**config.mk**
```make
export PLATFORM = sky130hd
export DESIGN_NAME = boot_loader
export DESIGN_NICKNAME = d
export VERILOG_FILES = /design/src/rtl/boot_loader.sv
export SDC_FILE = /design/constraint.sdc
export NUM_CORES = 1
export LEC_CHECK = 0
export CAP_MARGIN = 20
export CORE_MARGIN = 2
export CORE_UTILIZATION = 44
export DETAILED_ROUTE_END_ITERATION = 10
export GPL_ROUTABILITY_DRIVEN = 0
export PLACE_DENSITY_LB_ADDON = 0.1
export SYNTH_ARGS = -nofsm -noshare
export SYNTH_HDL_FRONTEND = slang
export SYNTH_SLANG_ARGS = --single-unit
```
**constraint.sdc**
```tcl
create_clock -name clk_i -period 2.9 [get_ports clk_i]
set_clock_uncertainty 0.1 [all_clocks]
set_input_delay 0.725 -clock clk_i [delete_from_list [all_inputs] [get_ports clk_i]]
set_output_delay 0.725 -clock clk_i [all_outputs]
set_load 0.01 [all_outputs]
```
**src/rtl/boot_loader.sv**
```systemverilog
// Boot loader: validates a ROM header, programs the RAM clock registers, then
// replays (address, data) pairs from boot ROM as single AXI writes.
module boot_loader #(
    parameter int unsigned ROM_ADDR_W     = 12,
    parameter logic [63:0] FREQ_REG_ADDR  = 64'h10000600,
    parameter logic [63:0] FREQ_VALUE     = 64'd3200,
    parameter logic [63:0] CLKEN_REG_ADDR = 64'h10000E18,
    parameter logic [31:0] MAGIC          = 32'hB0071DEA
) (
    input  logic                  clk_i,
    input  logic                  arst_ni,
    input  logic                  start_i,
    output logic                  rom_en_o,
    output logic [ROM_ADDR_W-1:0] rom_addr_o,
    input  logic [63:0]           rom_data_i,
    output logic                  aw_valid_o,
    output logic [63:0]           aw_addr_o,
    input  logic                  aw_ready_i,
    output logic                  w_valid_o,
    output logic [63:0]           w_data_o,
    output logic [7:0]            w_strb_o,
    input  logic                  w_ready_i,
    input  logic                  b_valid_i,
    input  logic [1:0]            b_resp_i,
    output logic                  b_ready_o,
    output logic                  busy_o,
    output logic                  done_o,
    output logic                  err_o,
    output logic [15:0]           err_cnt_o
);
    localparam int unsigned CNT_W = 16;
    localparam logic [2:0] IDLE    = 3'd0;
    localparam logic [2:0] HDR     = 3'd1;
    localparam logic [2:0] CFG     = 3'd2;
    localparam logic [2:0] FETCH_A = 3'd3;
    localparam logic [2:0] FETCH_D = 3'd4;
    localparam logic [2:0] SEND    = 3'd5;
    localparam logic [2:0] WAIT_B  = 3'd6;
    localparam logic [2:0] DONE    = 3'd7;
    localparam logic [1:0] CFG_FREQ  = 2'd0;
    localparam logic [1:0] CFG_CLKEN = 2'd1;
    localparam logic [1:0] CFG_PAIRS = 2'd2;

    logic [2:0]            state_q, state_d;
    logic                  phase_q, phase_d;
    logic                  rom_en_q, rom_en_d;
    logic [ROM_ADDR_W-1:0] rom_addr_q, rom_addr_d;
    logic [ROM_ADDR_W-1:0] left_q, left_d;
    logic                  aw_valid_q, aw_valid_d;
    logic [63:0]           aw_addr_q, aw_addr_d;
    logic                  w_valid_q, w_valid_d;
    logic [63:0]           w_data_q, w_data_d;
    logic [7:0]            w_strb_q, w_strb_d;
    logic                  b_ready_q, b_ready_d;
    logic                  busy_q, busy_d;
    logic                  done_q, done_d;
    logic                  err_q, err_d;
    logic [CNT_W-1:0]      err_cnt_q, err_cnt_d;
    logic [1:0]            cfg_sel_q, cfg_sel_d;
    logic [63:0]           pair_addr_q, pair_addr_d;

    logic        err_ev;
    logic        go_next;
    logic        aw_ok;
    logic        w_ok;
    logic [33:0] hdr_need;
    logic        hdr_bad;

    // Header needs words 0..2N inside the ROM; 34 bits keeps 2N+1 from wrapping.
    assign hdr_need = {1'b0, rom_data_i[31:0], 1'b1};
    assign hdr_bad  = (rom_data_i[63:32] != MAGIC) || (hdr_need > (34'd1 << ROM_ADDR_W));
    assign aw_ok    = !aw_valid_q || aw_ready_i;
    assign w_ok     = !w_valid_q || w_ready_i;

    always_comb begin
        state_d     = state_q;
        phase_d     = phase_q;
        rom_en_d    = rom_en_q;
        rom_addr_d  = rom_addr_q;
        left_d      = left_q;
        aw_valid_d  = aw_valid_q;
        aw_addr_d   = aw_addr_q;
        w_valid_d   = w_valid_q;
        w_data_d    = w_data_q;
        b_ready_d   = b_ready_q;
        busy_d      = busy_q;
        done_d      = done_q;
        err_d       = err_q;
        err_cnt_d   = err_cnt_q;
        cfg_sel_d   = cfg_sel_q;
        pair_addr_d = pair_addr_q;
        err_ev      = 1'b0;
        go_next     = 1'b0;

        case (state_q)
            IDLE, DONE: begin
                if (start_i) begin
                    state_d    = HDR;
                    phase_d    = 1'b0;
                    rom_en_d   = 1'b1;
                    rom_addr_d = '0;
                    busy_d     = 1'b1;
                    done_d     = 1'b0;
                    err_d      = 1'b0;
                    err_cnt_d  = '0;
                end
            end
            HDR: begin
                if (!phase_q) begin
                    rom_en_d = 1'b0;
                    phase_d  = 1'b1;
                end else if (hdr_bad) begin
                    err_ev  = 1'b1;
                    state_d = DONE;
                    busy_d  = 1'b0;
                    done_d  = 1'b1;
                end else begin
                    left_d    = ROM_ADDR_W'(rom_data_i[31:0]);
                    cfg_sel_d = CFG_FREQ;
                    state_d   = CFG;
                end
            end
            CFG: begin
                aw_addr_d  = (cfg_sel_q == CFG_FREQ) ? FREQ_REG_ADDR : CLKEN_REG_ADDR;
                w_data_d   = (cfg_sel_q == CFG_FREQ) ? FREQ_VALUE : 64'd1;
                aw_valid_d = 1'b1;
                w_valid_d  = 1'b1;
                state_d    = SEND;
            end
            FETCH_A: begin
                if (!phase_q) begin
                    rom_en_d = 1'b0;
                    phase_d  = 1'b1;
                end else begin
                    pair_addr_d = rom_data_i;
                    left_d      = left_q - ROM_ADDR_W'(1);
                    rom_en_d    = 1'b1;
                    rom_addr_d  = rom_addr_q + ROM_ADDR_W'(1);
                    phase_d     = 1'b0;
                    state_d     = FETCH_D;
                end
            end
            FETCH_D: begin
                if (!phase_q) begin
                    rom_en_d = 1'b0;
                    phase_d  = 1'b1;
                end else if (pair_addr_q[2:0] != 3'd0) begin
                    err_ev  = 1'b1;
                    go_next = 1'b1;
                end else begin
                    aw_addr_d  = pair_addr_q;
                    w_data_d   = rom_data_i;
                    aw_valid_d = 1'b1;
                    w_valid_d  = 1'b1;
                    state_d    = SEND;
                end
            end
            SEND: begin
                if (aw_valid_q && aw_ready_i) aw_valid_d = 1'b0;
                if (w_valid_q && w_ready_i) w_valid_d = 1'b0;
                if (aw_ok && w_ok) begin
                    state_d   = WAIT_B;
                    b_ready_d = 1'b1;
                end
            end
            WAIT_B: begin
                if (b_valid_i) begin
                    b_ready_d = 1'b0;
                    if (b_resp_i != 2'b00) err_ev = 1'b1;
                    if (cfg_sel_q == CFG_FREQ) begin
                        cfg_sel_d = CFG_CLKEN;
                        state_d   = CFG;
                    end else begin
                        cfg_sel_d = CFG_PAIRS;
                        go_next   = 1'b1;
                    end
                end
            end
            default: state_d = IDLE;
        endcase

        // Either fetch the next pair's address word or finish the boot.
        if (go_next) begin
            if (left_q != '0) begin
                state_d    = FETCH_A;
                phase_d    = 1'b0;
                rom_en_d   = 1'b1;
                rom_addr_d = rom_addr_q + ROM_ADDR_W'(1);
            end else begin
                state_d = DONE;
                busy_d  = 1'b0;
                done_d  = 1'b1;
            end
        end

        if (err_ev) begin
            err_d = 1'b1;
            if (err_cnt_q != '1) err_cnt_d = err_cnt_q + CNT_W'(1);
        end

        w_strb_d = {8{w_valid_d}};
    end

    always_ff @(posedge clk_i or negedge arst_ni) begin
        if (!arst_ni) begin
            state_q     <= IDLE;
            phase_q     <= 1'b0;
            rom_en_q    <= 1'b0;
            rom_addr_q  <= '0;
            left_q      <= '0;
            aw_valid_q  <= 1'b0;
            aw_addr_q   <= '0;
            w_valid_q   <= 1'b0;
            w_data_q    <= '0;
            w_strb_q    <= '0;
            b_ready_q   <= 1'b0;
            busy_q      <= 1'b0;
            done_q      <= 1'b0;
            err_q       <= 1'b0;
            err_cnt_q   <= '0;
            cfg_sel_q   <= CFG_FREQ;
            pair_addr_q <= '0;
        end else begin
            state_q     <= state_d;
            phase_q     <= phase_d;
            rom_en_q    <= rom_en_d;
            rom_addr_q  <= rom_addr_d;
            left_q      <= left_d;
            aw_valid_q  <= aw_valid_d;
            aw_addr_q   <= aw_addr_d;
            w_valid_q   <= w_valid_d;
            w_data_q    <= w_data_d;
            w_strb_q    <= w_strb_d;
            b_ready_q   <= b_ready_d;
            busy_q      <= busy_d;
            done_q      <= done_d;
            err_q       <= err_d;
            err_cnt_q   <= err_cnt_d;
            cfg_sel_q   <= cfg_sel_d;
            pair_addr_q <= pair_addr_d;
        end
    end

    assign rom_en_o   = rom_en_q;
    assign rom_addr_o = rom_addr_q;
    assign aw_valid_o = aw_valid_q;
    assign aw_addr_o  = aw_addr_q;
    assign w_valid_o  = w_valid_q;
    assign w_data_o   = w_data_q;
    assign w_strb_o   = w_strb_q;
    assign b_ready_o  = b_ready_q;
    assign busy_o     = busy_q;
    assign done_o     = done_q;
    assign err_o      = err_q;
    assign err_cnt_o  = err_cnt_q;
endmodule

```
**Word-level counts from Yosys, hierarchy flattened**

Index checks and enable logic that the tools add are counted.

- Flip-flop bits (word level): 246
- Output and inout bits: 171
- Word-level logic and storage cells: 161

- $add $sub $neg: 3
- Magnitude comparators: 1
- Eq/ne operators: 25
- Muxes and demuxes: 85
- Reduce and logical (&&, ||, !) cells: 30

Operator list:

| kind | number |
|---|---|
| 64-bit two-way mux | 4 |
| 64-bit one-hot mux with 2 select lines | 2 |
| 12-bit two-way mux | 9 |
| 16-bit two-way mux | 4 |
| 12-bit one-hot mux with 2 select lines | 2 |
| 1-bit two-way mux | 38 |
| 33-bit by 13-bit greater-than comparator with 1-bit output, second input constant | 1 |
| 3-bit two-way mux | 11 |
| 32-bit != test, second input constant | 1 |
| 3-bit != test, second input constant | 8 |
| 3-bit one-hot mux with 7 select lines | 1 |
| 16-bit by 1-bit adder with 16-bit output, second input constant | 1 |
| 16-bit != test, second input constant | 1 |
| 2-bit != test, second input constant | 8 |
| 1-bit one-hot mux with 3 select lines | 5 |
| 2-bit nonzero test | 7 |
| 12-bit by 1-bit adder with 12-bit output, second input constant | 1 |
| 3-bit equality test, second input constant | 4 |
| 4-bit AND reduction | 3 |
| 12-bit nonzero test | 1 |
| 12-bit by 1-bit subtractor with 12-bit output, second input constant | 1 |
| 2-bit two-way mux | 4 |
| 1-bit one-hot mux with 2 select lines | 4 |
| 8-bit AND reduction | 1 |
| 12 further kinds | 22 |

**Depth between registers and ports, before layout**

- Depth after elaboration: 7
- Mapped depth: 10

**Worst setup path before layout**

Ideal clock, no wire load.

- Path kind: input port to flip-flop
- From: input port rom_data_i[59]
- To: register err_cnt_q[14] (netlist: err_cnt_o[14])
- Library setup time: 0.124 ns
- Arrival: 3.044 ns
- Data required time: 2.676 ns
- Path slack: -0.368 ns
- Cell stages on the path: 8
- Buffers on the path: 2
- Cell sequence: or4b_1 > or4_1 > or4_1 > buf_6 > a21boi_4 > buf_6 > nor3_1 > a211o_1

- Word-level cells in the longest chain between the ends: 6

RTL lines:

| item | line | source |
|---|---|---|
| start, declared | 15 | `input logic [63:0] rom_data_i,` |
| 32-bit != test | 71 | `assign hdr_bad = (rom_data_i[63:32] != MAGIC) \|\| (hdr_need > (34'd1 << ROM_ADDR_W));` |
| 1-bit logical OR | 71 |  |
| 1-bit two-way mux | 112 | `end else if (hdr_bad) begin` |
| 1-bit two-way mux | 109 | `if (!phase_q) begin` |
| 1-bit one-hot mux with 3 select lines | 95 | `case (state_q)` |
| 16-bit two-way mux | 196 | `if (err_ev) begin` |
| net err_cnt_d[14] | 58 | `logic [CNT_W-1:0] err_cnt_q, err_cnt_d;` |
| end signal, assigned | 238 | `err_cnt_q <= err_cnt_d;` |
| end, declared | 58 |  |

The timed path passes the listed nets, and every way through them passes these cells.
A chain may end at the register's enable or synchronous reset.

**Worst setup path after layout**

- From: input port rom_data_i[58]
- To: register err_cnt_q[2] (netlist: err_cnt_o[2])

The elaborated chain is that of the path after synthesis.

==> results by group <==
CTS
  • H-tree lvl count: 1
  • CTS tree: built
  • Num CTS Buffers: 27
  • Max Root-Sink Buffers: 3
  • Clock sinks: 245
  • Clk_lat worst skew: 0.53 ns
  • Clock-pin slew on the worst setup and hold paths: 0.06 ns
  • Root Driver: clkbuf_16

Detailed routing
  • Drt first pass iters: 5
  • DR WL/cell: 18.9 um
  • Vias per cell: 5.55
  • DR iter-0 viols: 410
  • Post-route ant nets: 0
  • Routed Wire Length: 27300 um
  • Remaining routing DRC violations: 0
  • Vias: 8031

Synthesis
  • Post-synth top area share: 60.4%
  • FF+latch count, synth: 245
  • Sequential area share after synthesis: 60.4%
  • Post-synthesis simple-gate area fraction: 9.98%
  • FFs w/ async S/R, synth: 100%
  • Mux cell area share after synthesis: 7.30%
  • Post-Syn Nets: 916
  • Post-synth top flop: dfrtp_1
  • Synth warnings: 0
  • Synth area leaders: dfrtp_1, a22o_1, mux2_2, o21ai_0, nand2_1
  • Cell Area, Synth: 10200 um2
  • Post-synthesis compound-gate area fraction: 18.5%
  • Synth Area in Adders: 0.370%
  • Largest area contributor in the netlist: dfrtp_1
  • Number of synthesized flops with an enable pin: 0
  • Syn Inst Count: 841
  • Post-Synth XOR/XNOR Area: 0.0862%
  • Cell variety after synth: 57
  • Largest family of logic cells by synthesized area: compound AO/OA/AOI/OAI gates
  • Mean Syn Cell Area: 12.1 um2

Global routing
  • GRT Total Usage: 22.5%
  • First-pass GRT wire length: 44000 um
  • Largest net degree at the start of global routing: 70
  • Initial antenna violation count: 0
  • Gr ovfl total: 0
  • Vias in the first global route: 8090

Floorplanning
  • Die area: 24300 um2
  • FP Rows: 55
  • Ports: 243
  • Core ar.: 22600 um2
  • Initial Util: 44.9%
  • Die width: 156 um
  • Die H: 156 um

Setup path
  • CP max-delay cell: or4b_4
  • CP dominant cell by count: buf_6
  • WP data required: 3.21 ns
  • CP Cell Sequence: buf_6, or4b_4, or4_4, or4_4, a21boi_4, buf_6, buf_6, nor4b_4, a221o_1
  • WP data arrival: 3.16 ns
  • Crit start category: input pin
  • Crit path capture type: flop
  • Crit path max fanout: 5
  • Slowest stage delay, CP: 0.56 ns
  • CP delay by family, top: simple AND/OR/NAND/NOR gates
  • Critical path buffers and inverters: 3
  • WS Path Type: in -> reg

Place
  • Final HPWL DP: 18300 um
  • PortBufs: 242
  • Placed cell area: 13500 um2
  • # placed instances: 1394
  • DP Worst Slack: -0.855 ns

Power
  • Static leakage: 6.52 nW
  • Worst VDD drop: 0.000500 V
  • Power per cell area: 937 nW/um2

Layout
  • Final design utilization: 64.0%
  • Final nets: 1217
  • Commonest non-fill, non-tap cell in the layout: dfrtp_1
  • Most frequent cells in the layout: dfrtp_1, clkdlybuf4s50_1, a22o_1
  • Final Non-Filler Cells: 1446
  • Fillers: 1792
  • Layout area overhead: 42.6%
  • Number of antenna repair diodes: 0
  • Layout cells sized above 1: 19.5%
  • Design Area, Final: 14500 um2

STA
  • Fmax: 351 MHz
  • # setup viols final: 0
  • Pins Over Slew Limit: 0
  • Final Hold Vio Count: 0
  • Worst-margin pin slew: 0.617 ns
  • RSZ-0062 raised after global routing: yes
  • Slew HR: 58.8%
  • Post-route setup slack: 0.0526 ns
  • Post-layout min period: 2.85 ns
  • Period utilisation layout: 98.2%

Job
  • Maxcap violations: 0

Run status
  • Run status: complete, no violations

Hold path
  • Hold Crit Class: in -> async
## layer usage
layer / vias to the layer above / routed length [um] / GRT usage [%]
li1: 3732 / - / -
met1: 4039 / 12200 / 31.6
met2: 229 / 12600 / 35.4
met3: 31 / 2050 / 6.25
met4: 0 / 412 / 4.41
met5: - / 0 / 0
## what timing repair did
| action | in CTS | in global routing |
|---|---|---|
| gates cloned | 2 | 0 |
| pin swaps | 15 | 12 |
| setup buffers | 4 | 1 |
| hold buffers | 0 | 0 |
| setup endpoints to repair | 33 | 29 |
| resized for setup | 40 | 19 |
## area by class of cell
type | count | area (um2) | share of cell area (%)
Multi-Input combinational cell | 519 | 3810 | 26.3
Tap cell | 285 | 357 | 2.46
Clock inverter | 5 | 28.8 | 0.199
Timing Repair Buffer | 336 | 3330 | 23.0
Clock buffer | 43 | 776 | 5.36
Sequential cell | 245 | 6130 | 42.3
Inverter | 13 | 48.8 | 0.337
## metrics by stage
step / power (W) / hold WS (ns) / setup TNS, ns
6_report: 0.0136 / 0.0581 / 0
5_1_grt: 0.0144 / 0.0952 / -0.00687
4_1_cts: 0.0137 / 0.0836 / -1.88
3_5_place_dp: 0.0103 / 0.374 / -26.73
3_3_place_gp: 0.0102 / 0.365 / -25.20
2_1_floorplan: 0.00789 / 0.329 / -2.19
## where the power goes
group / internal (W) / switching (W) / total (W)
clock network: 0.00182 / 0.00134 / 0.00316
registers: 0.00460 / 0.000712 / 0.00531
logic: 0.00279 / 0.00231 / 0.00510
total: 0.00921 / 0.00436 / 0.0136
## worst paths after layout
path                           startpoint       endpoint  slack [ns]  cells after the start
setup / recovery           rom_data_i[58]   err_cnt_o[2]        0.05                      9
hold / removal                    arst_ni   err_cnt_o[6]        0.06                      1
setup reg to reg               state_q[0]  rom_addr_o[4]        0.31                      6
hold reg to reg              aw_addr_o[2]   aw_addr_o[2]        0.38                      1
max in group asynchronous         arst_ni  aw_addr_o[19]        1.93                      2
min in group clk_i           aw_addr_o[2]   aw_addr_o[2]        0.38                      1
## registers in the layout, indices dropped and copies added (netlist names)
name / cells
aw_addr_o: 64
pair_addr_q: 64
w_data_o: 64
err_cnt_o: 16
left_q: 12
rom_addr_o: 12
state_q: 3
cfg_sel_q: 2
aw_valid_o: 1
b_ready_o: 1
busy_o: 1
done_o: 1
err_o: 1
phase_q: 1
rom_en_o: 1
w_strb_o: 1
## synthesized netlist by cell type (3+ instances only)
master    count
clkbuf_1     42
and3_1       15
inv_1        13
o22a_1        3
o21a_1        3
dfrtp_1     245
nand2_1      54
mux2_2       65
a221o_1       7
a31oi_1       4
buf_6         3
a22oi_1       6
o21ai_0      53
nor4b_1       5
a211o_1       6
buf_4         9
nand3_1      19
nor2b_1       6
nor2_1       38
nor3_1       17
and2_1        7
nor4_1       11
nand4b_1      4
a21oi_1      26
a22o_1      116
nand4_1      11
ha_1          3
buf_1         9
## logic make-up (layout without fill, tap and decap cells)
| family | count (synthesis) | count (layout) |
|---|---|---|
| multiplexers | 66 | 66 |
| adder cells (fa/ha/maj) | 3 | 3 |
| AO/OA/AOI/OAI | 249 | 249 |
| AND/OR/NAND/NOR | 200 | 200 |
| buffers and inverters | 77 | 397 |
| flip-flops | 245 | 245 |
| XOR/XNOR | 1 | 1 |
Note: power is estimated with default switching activity, not from simulation.
